==> config.mk <==
export PLATFORM = sky130hd
export DESIGN_NAME = mac_neuron_pipe
export DESIGN_NICKNAME = d
export VERILOG_FILES = /design/src/rtl/mac_neuron_pipe.sv
export SDC_FILE = /design/constraint.sdc
export NUM_CORES = 2
export LEC_CHECK = 0
export CAP_MARGIN = 20
export CORE_MARGIN = 2
export CORE_UTILIZATION = 40
export CTS_BUF_LIST = sky130_fd_sc_hd__clkbuf_2
export DETAILED_ROUTE_END_ITERATION = 7
export GPL_ROUTABILITY_DRIVEN = 1
export PLACE_DENSITY = 0.58
export SYNTH_ARGS = -nofsm -noshare
export SYNTH_HDL_FRONTEND = slang
export SYNTH_SLANG_ARGS = --single-unit
export TNS_END_PERCENT = 5
==> constraint.sdc <==
create_clock -name clk -period 10.28 [get_ports clk]
set_input_delay 1.542 -clock clk [delete_from_list [all_inputs] [get_ports clk]]
set_output_delay 1.542 -clock clk [all_outputs]
set_load 0.02 [all_outputs]
==> src/rtl/mac_neuron_pipe.sv <==
// Pipelined signed fixed-point multiply-accumulate neuron. It sums N_INPUTS
// rounded products plus a bias and emits one saturated result per group.
module mac_neuron_pipe #(
  parameter int BITSIZE  = 24,
  parameter int FRAC     = 16,
  parameter int N_INPUTS = 4
) (
  input  logic               clk,
  input  logic               rst,
  input  logic               in_valid,
  input  logic [BITSIZE-1:0] in_x,
  input  logic [BITSIZE-1:0] in_w,
  input  logic [BITSIZE-1:0] in_bias,
  output logic               out_valid,
  output logic [BITSIZE-1:0] out_data
);

  // Handshake: an element is consumed on every rising edge where in_valid=1.
  // There is no ready, and out_valid is a one-cycle pulse that is always taken.

  localparam int PW    = 2 * BITSIZE;
  localparam int TW    = PW - FRAC;
  localparam int ACC_W = TW + 8;
  localparam int CNT_W = (N_INPUTS > 1) ? $clog2(N_INPUTS) : 1;

  localparam logic [CNT_W-1:0]        CNT_LAST = CNT_W'(N_INPUTS - 1);
  localparam logic signed [PW-1:0]    RND      = PW'(1) << (FRAC - 1);
  localparam logic signed [ACC_W-1:0] SAT_MAX  =
    {{(ACC_W-BITSIZE+1){1'b0}}, {(BITSIZE-1){1'b1}}};
  localparam logic signed [ACC_W-1:0] SAT_MIN  =
    {{(ACC_W-BITSIZE+1){1'b1}}, {(BITSIZE-1){1'b0}}};

  // Element counter
  logic [CNT_W-1:0] cnt_q, cnt_d;
  logic             first_c, last_c;

  // Stage 1: product
  logic                      s1_valid_q, s1_first_q, s1_last_q;
  logic signed [PW-1:0]      s1_p_q;
  logic        [BITSIZE-1:0] s1_bias_q;

  // Stage 2: rounded, rescaled term
  logic                      s2_valid_q, s2_first_q, s2_last_q;
  logic signed [ACC_W-1:0]   s2_t_q;
  logic        [BITSIZE-1:0] s2_bias_q;

  // Stage 3: accumulator
  logic                      s3_valid_q, s3_last_q;
  logic signed [ACC_W-1:0]   acc_q, acc_d;

  // Stage 4: output register
  logic                      out_valid_q;
  logic        [BITSIZE-1:0] out_data_q, out_data_d;

  logic signed [PW-1:0]      prod_c;
  logic signed [PW-1:0]      rnd_c;
  logic signed [ACC_W-1:0]   t_c;
  logic signed [ACC_W-1:0]   bias_ext_c;

  assign first_c = (cnt_q == '0);
  assign last_c  = (cnt_q == CNT_LAST);
  assign cnt_d   = last_c ? '0 : cnt_q + CNT_W'(1);

  // Both operands are sign-extended to full width so 0x800000^2 cannot overflow.
  assign prod_c = $signed({{BITSIZE{in_x[BITSIZE-1]}}, in_x}) *
                  $signed({{BITSIZE{in_w[BITSIZE-1]}}, in_w});

  // Taking the top TW bits of the rounded product is the arithmetic shift by FRAC.
  assign rnd_c      = s1_p_q + RND;
  assign t_c        = {{8{rnd_c[PW-1]}}, rnd_c[PW-1:FRAC]};
  assign bias_ext_c = {{(ACC_W-BITSIZE){s2_bias_q[BITSIZE-1]}}, s2_bias_q};

  always_comb begin
    acc_d = acc_q;
    if (s2_valid_q) begin
      acc_d = s2_first_q ? (bias_ext_c + s2_t_q) : (acc_q + s2_t_q);
    end
  end

  always_comb begin
    out_data_d = acc_q[BITSIZE-1:0];
    if (acc_q > SAT_MAX) begin
      out_data_d = SAT_MAX[BITSIZE-1:0];
    end else if (acc_q < SAT_MIN) begin
      out_data_d = SAT_MIN[BITSIZE-1:0];
    end
  end

  always_ff @(posedge clk) begin
    if (rst) begin
      cnt_q       <= '0;
      s1_valid_q  <= 1'b0;
      s1_first_q  <= 1'b0;
      s1_last_q   <= 1'b0;
      s1_p_q      <= '0;
      s1_bias_q   <= '0;
      s2_valid_q  <= 1'b0;
      s2_first_q  <= 1'b0;
      s2_last_q   <= 1'b0;
      s2_t_q      <= '0;
      s2_bias_q   <= '0;
      s3_valid_q  <= 1'b0;
      s3_last_q   <= 1'b0;
      acc_q       <= '0;
      out_valid_q <= 1'b0;
      out_data_q  <= '0;
    end else begin
      if (in_valid) begin
        cnt_q <= cnt_d;
      end

      s1_valid_q <= in_valid;
      s1_first_q <= first_c;
      s1_last_q  <= last_c;
      s1_p_q     <= prod_c;
      s1_bias_q  <= in_bias;

      s2_valid_q <= s1_valid_q;
      s2_first_q <= s1_first_q;
      s2_last_q  <= s1_last_q;
      s2_t_q     <= t_c;
      s2_bias_q  <= s1_bias_q;

      s3_valid_q <= s2_valid_q;
      s3_last_q  <= s2_last_q;
      acc_q      <= acc_d;

      // acc_q still holds the finished group even if the next group starts now.
      out_valid_q <= s3_valid_q && s3_last_q;
      if (s3_valid_q && s3_last_q) begin
        out_data_q <= out_data_d;
      end
    end
  end

  assign out_valid = out_valid_q;
  assign out_data  = out_data_q;

endmodule
==> impl_metrics.env <==
export IMPL_clockBufferDepth=2
export IMPL_drv_cap=0
export IMPL_n_fill_cell=7560
export IMPL_wl_per_cell_um=17.3
export IMPL_cts_resized_gates=0
export IMPL_grt_overflow=0
export IMPL_syn_inst=3360
export IMPL_startpoint="in_w[7]"
export IMPL_min_path_type="reg2reg"
export IMPL_path_clk_slew_ns=0.28
export IMPL_layout_common_cells="inv_1, fa_1, nand2_1, and2_1, ha_1"
export IMPL_worst_r2r_setup_slack_ns=6.79
export IMPL_dieHeight_um=280
export IMPL_fin_crit_ns=8.44
export IMPL_cts_root_buffer="clkbuf_2"
export IMPL_drc=0
export IMPL_start_util_pct=40.3
export IMPL_drive_gt1_share_pct=3.62
export IMPL_pin_count=100
export IMPL_yosysTopAreaCellShare_pct=39.9
export IMPL_ys_flop_type="dfxtp_1"
export IMPL_hold_viol_final=0
export IMPL_cts_buffers=17
export IMPL_cts_setup_buffers=0
export IMPL_avgSynthCellArea_sq_um=9.08
export IMPL_status="finished clean"
export IMPL_die_x_um=280
export IMPL_nNetsFinal=4275
export IMPL_synthDistinctLibCells=87
export IMPL_cts_sinks=188
export IMPL_gp_congestion=0.878
export IMPL_wirelength_um=75800
export IMPL_async_flop_share_pct=0
export IMPL_ff2ff_path_depth=13
export IMPL_antenna_left=0
export IMPL_htree_levels=4
export IMPL_port_buffers=99
export IMPL_grt_setup_unrepaired="false"
export IMPL_dpl_hpwl_um=63300
export IMPL_firstDrtPassIters=5
export IMPL_ys_ff_latch=188
export IMPL_grt_max_degree=111
export IMPL_area_growth_pct=7.49
export IMPL_finalCritPeriodShare_pct=82.1
export IMPL_insertion_delay_ns=0.86
export IMPL_worstPathArrival_ns=9.24
export IMPL_holdBufCountCts=0
export IMPL_antenna_found_initial=2
export IMPL_cts_tree="built"
export IMPL_crit_end="s1_p_q[44]"
export IMPL_grt_pass1_wl_um=125000
export IMPL_max_slew_margin_pct=25.0
export IMPL_slew_viol_final=0
export IMPL_final_common_cell="inv_1"
export IMPL_finalSetupViolations=0
export IMPL_via_per_inst=4.95
export IMPL_synth_edff_count=0
export IMPL_yosys_warnings=0
export IMPL_cp_max_fo=24
export IMPL_finalSetupTns_ns=0
export IMPL_drt_iter0_markers=1203
export IMPL_mappedNetlistArea_sq_um=30500
export IMPL_start_kind="primary input"
export IMPL_fmax_mhz=118
export IMPL_core_sq_um=75700
export IMPL_vias=21700
export IMPL_core_rowCount=101
export IMPL_worst_pin_slew_ns=1.12
export IMPL_path_class="in2reg"
export IMPL_grt_usage_pct=20.2
export IMPL_synth_nets=4247
export IMPL_r2r_end="acc_q[38]"
export IMPL_yosysSeqAreaShare_pct=12.3
export IMPL_reg2reg_from="s2_t_q[0]"
export IMPL_skew_ns=0.0449
export IMPL_synth_top_cell_by_area="fa_1"
export IMPL_first_global_vias=22800
export IMPL_dieArea_sq_um=78500
export IMPL_critPathCaptureType="register"
export IMPL_critPathRequiredTime_ns=11.08
export IMPL_ys_top_cells_by_area="fa_1, dfxtp_1, ha_1, inv_1, and2_1"
export IMPL_utilization_pct=43.3
## kinds of logic (layout without fill, tap and decap cells)
group                      Yosys count  count (layout)  share of synthesized area, %
and+or+nand+nor                   1082            1082                          17.5
AOI/OAI and AO/OA                  379             379                          8.66
adders and majority gates          812             812                          48.3
DFF                                188             188                          12.3
xor gates and xnor gates           117             117                          3.36
muxes                                8               8                         0.267
buffers and inverters              774             815                          9.59
other                                0               1                             0
## Yosys cell counts, types with 18 or more instances
| library cell | instances |
|---|---|
| and2_1 | 281 |
| and3_1 | 19 |
| clkbuf_1 | 134 |
| ha_1 | 204 |
| a211oi_1 | 43 |
| nor2b_1 | 73 |
| nor3_1 | 18 |
| o21ai_0 | 55 |
| a21o_1 | 49 |
| nand2b_1 | 22 |
| nand2_1 | 392 |
| nor2_1 | 181 |
| xor2_1 | 49 |
| fa_1 | 608 |
| dfxtp_1 | 188 |
| nand3_1 | 31 |
| xnor2_1 | 68 |
| inv_1 | 629 |
| a21oi_1 | 97 |
## final cells by class
cell class / instances / area [sq um] / area share (%)
Antenna cell: 1 / 2.50 / 0.00763
Clock inverter: 15 / 129 / 0.393
Tap cell: 978 / 1220 / 3.73
Clock buffer: 17 / 85.1 / 0.259
Multi-Input combinational cell: 2398 / 23800 / 72.7
Timing Repair Buffer: 153 / 1400 / 4.26
Sequential cell: 188 / 3760 / 11.5
Inverter: 630 / 2360 / 7.21
## stage by stage
stage | cell area, sq um | setup slack (ns) | cells | hold WS (ns)
global route | 32800 | 1.50 | 4380 | 0.450
global placement | 32600 | 0.883 | 4347 | 0.417
floorplan | 30500 | 2.37 | 3360 | 0.414
finish | 32800 | 1.84 | 4380 | 0.455
CTS | 32800 | 1.87 | 4379 | 0.452
detailed placement | 32600 | 0.841 | 4347 | 0.421
## how the worst min path moves through the flow
stage	start	to	slack, ns	depth (start not counted)
detailed placement	s1_bias_q[19]	s2_bias_q[19]	0.42	1
floorplan	s1_bias_q[0]	s2_bias_q[0]	0.41	1
finish	s1_bias_q[5]	s2_bias_q[5]	0.46	1
global route	s1_bias_q[5]	s2_bias_q[5]	0.45	1
CTS	s1_bias_q[5]	s2_bias_q[5]	0.45	1
global placement	s1_first_q	s2_first_q	0.42	1
## routing by layer
metal  GRT usage (%)  routed length [um]  up-vias
met3            3.37                4380       63
met2            31.8               33200      479
met4            3.84                1150        0
li1                -                   -    10400
met1            29.3               37100    10800
met5               0                   0        -
## worst max-delay path: stages
cell and delay, ns:
clkdlybuf4s50_1 0.90, and2_1 0.43, fa_1 0.43, fa_1 0.54, inv_1 0.05, fa_1 0.47, inv_1 0.05, fa_1 0.49
inv_1 0.05, fa_1 0.52, inv_1 0.05, fa_1 0.47, inv_1 0.04, fa_1 0.47, inv_1 0.04, ha_1 0.31
and4_1 0.22, and3_1 0.20, a32oi_1 0.30, nand2_1 0.18, o311ai_1 0.33, buf_4 0.22, a21oi_1 0.07, nor2_1 0.22
nand2_1 0.12, a21oi_1 0.19, mux2_2 0.34
## flip-flops by register name, summed over array words and instances (netlist names)
name / cells
acc_q: 40
cnt_q: 2
out_data: 24
out_valid: 1
s1_bias_q: 24
s1_first_q: 1
s1_last_q: 1
s1_p_q: 33
s1_valid_q: 1
s2_bias_q: 24
s2_first_q: 1
s2_last_q: 1
s2_t_q: 32
s2_valid_q: 1
s3_last_q: 1
s3_valid_q: 1
Power is left out: the tool's default activity adds up to more than one toggle a clock period on the data nets, which glitch-free logic cannot reach.
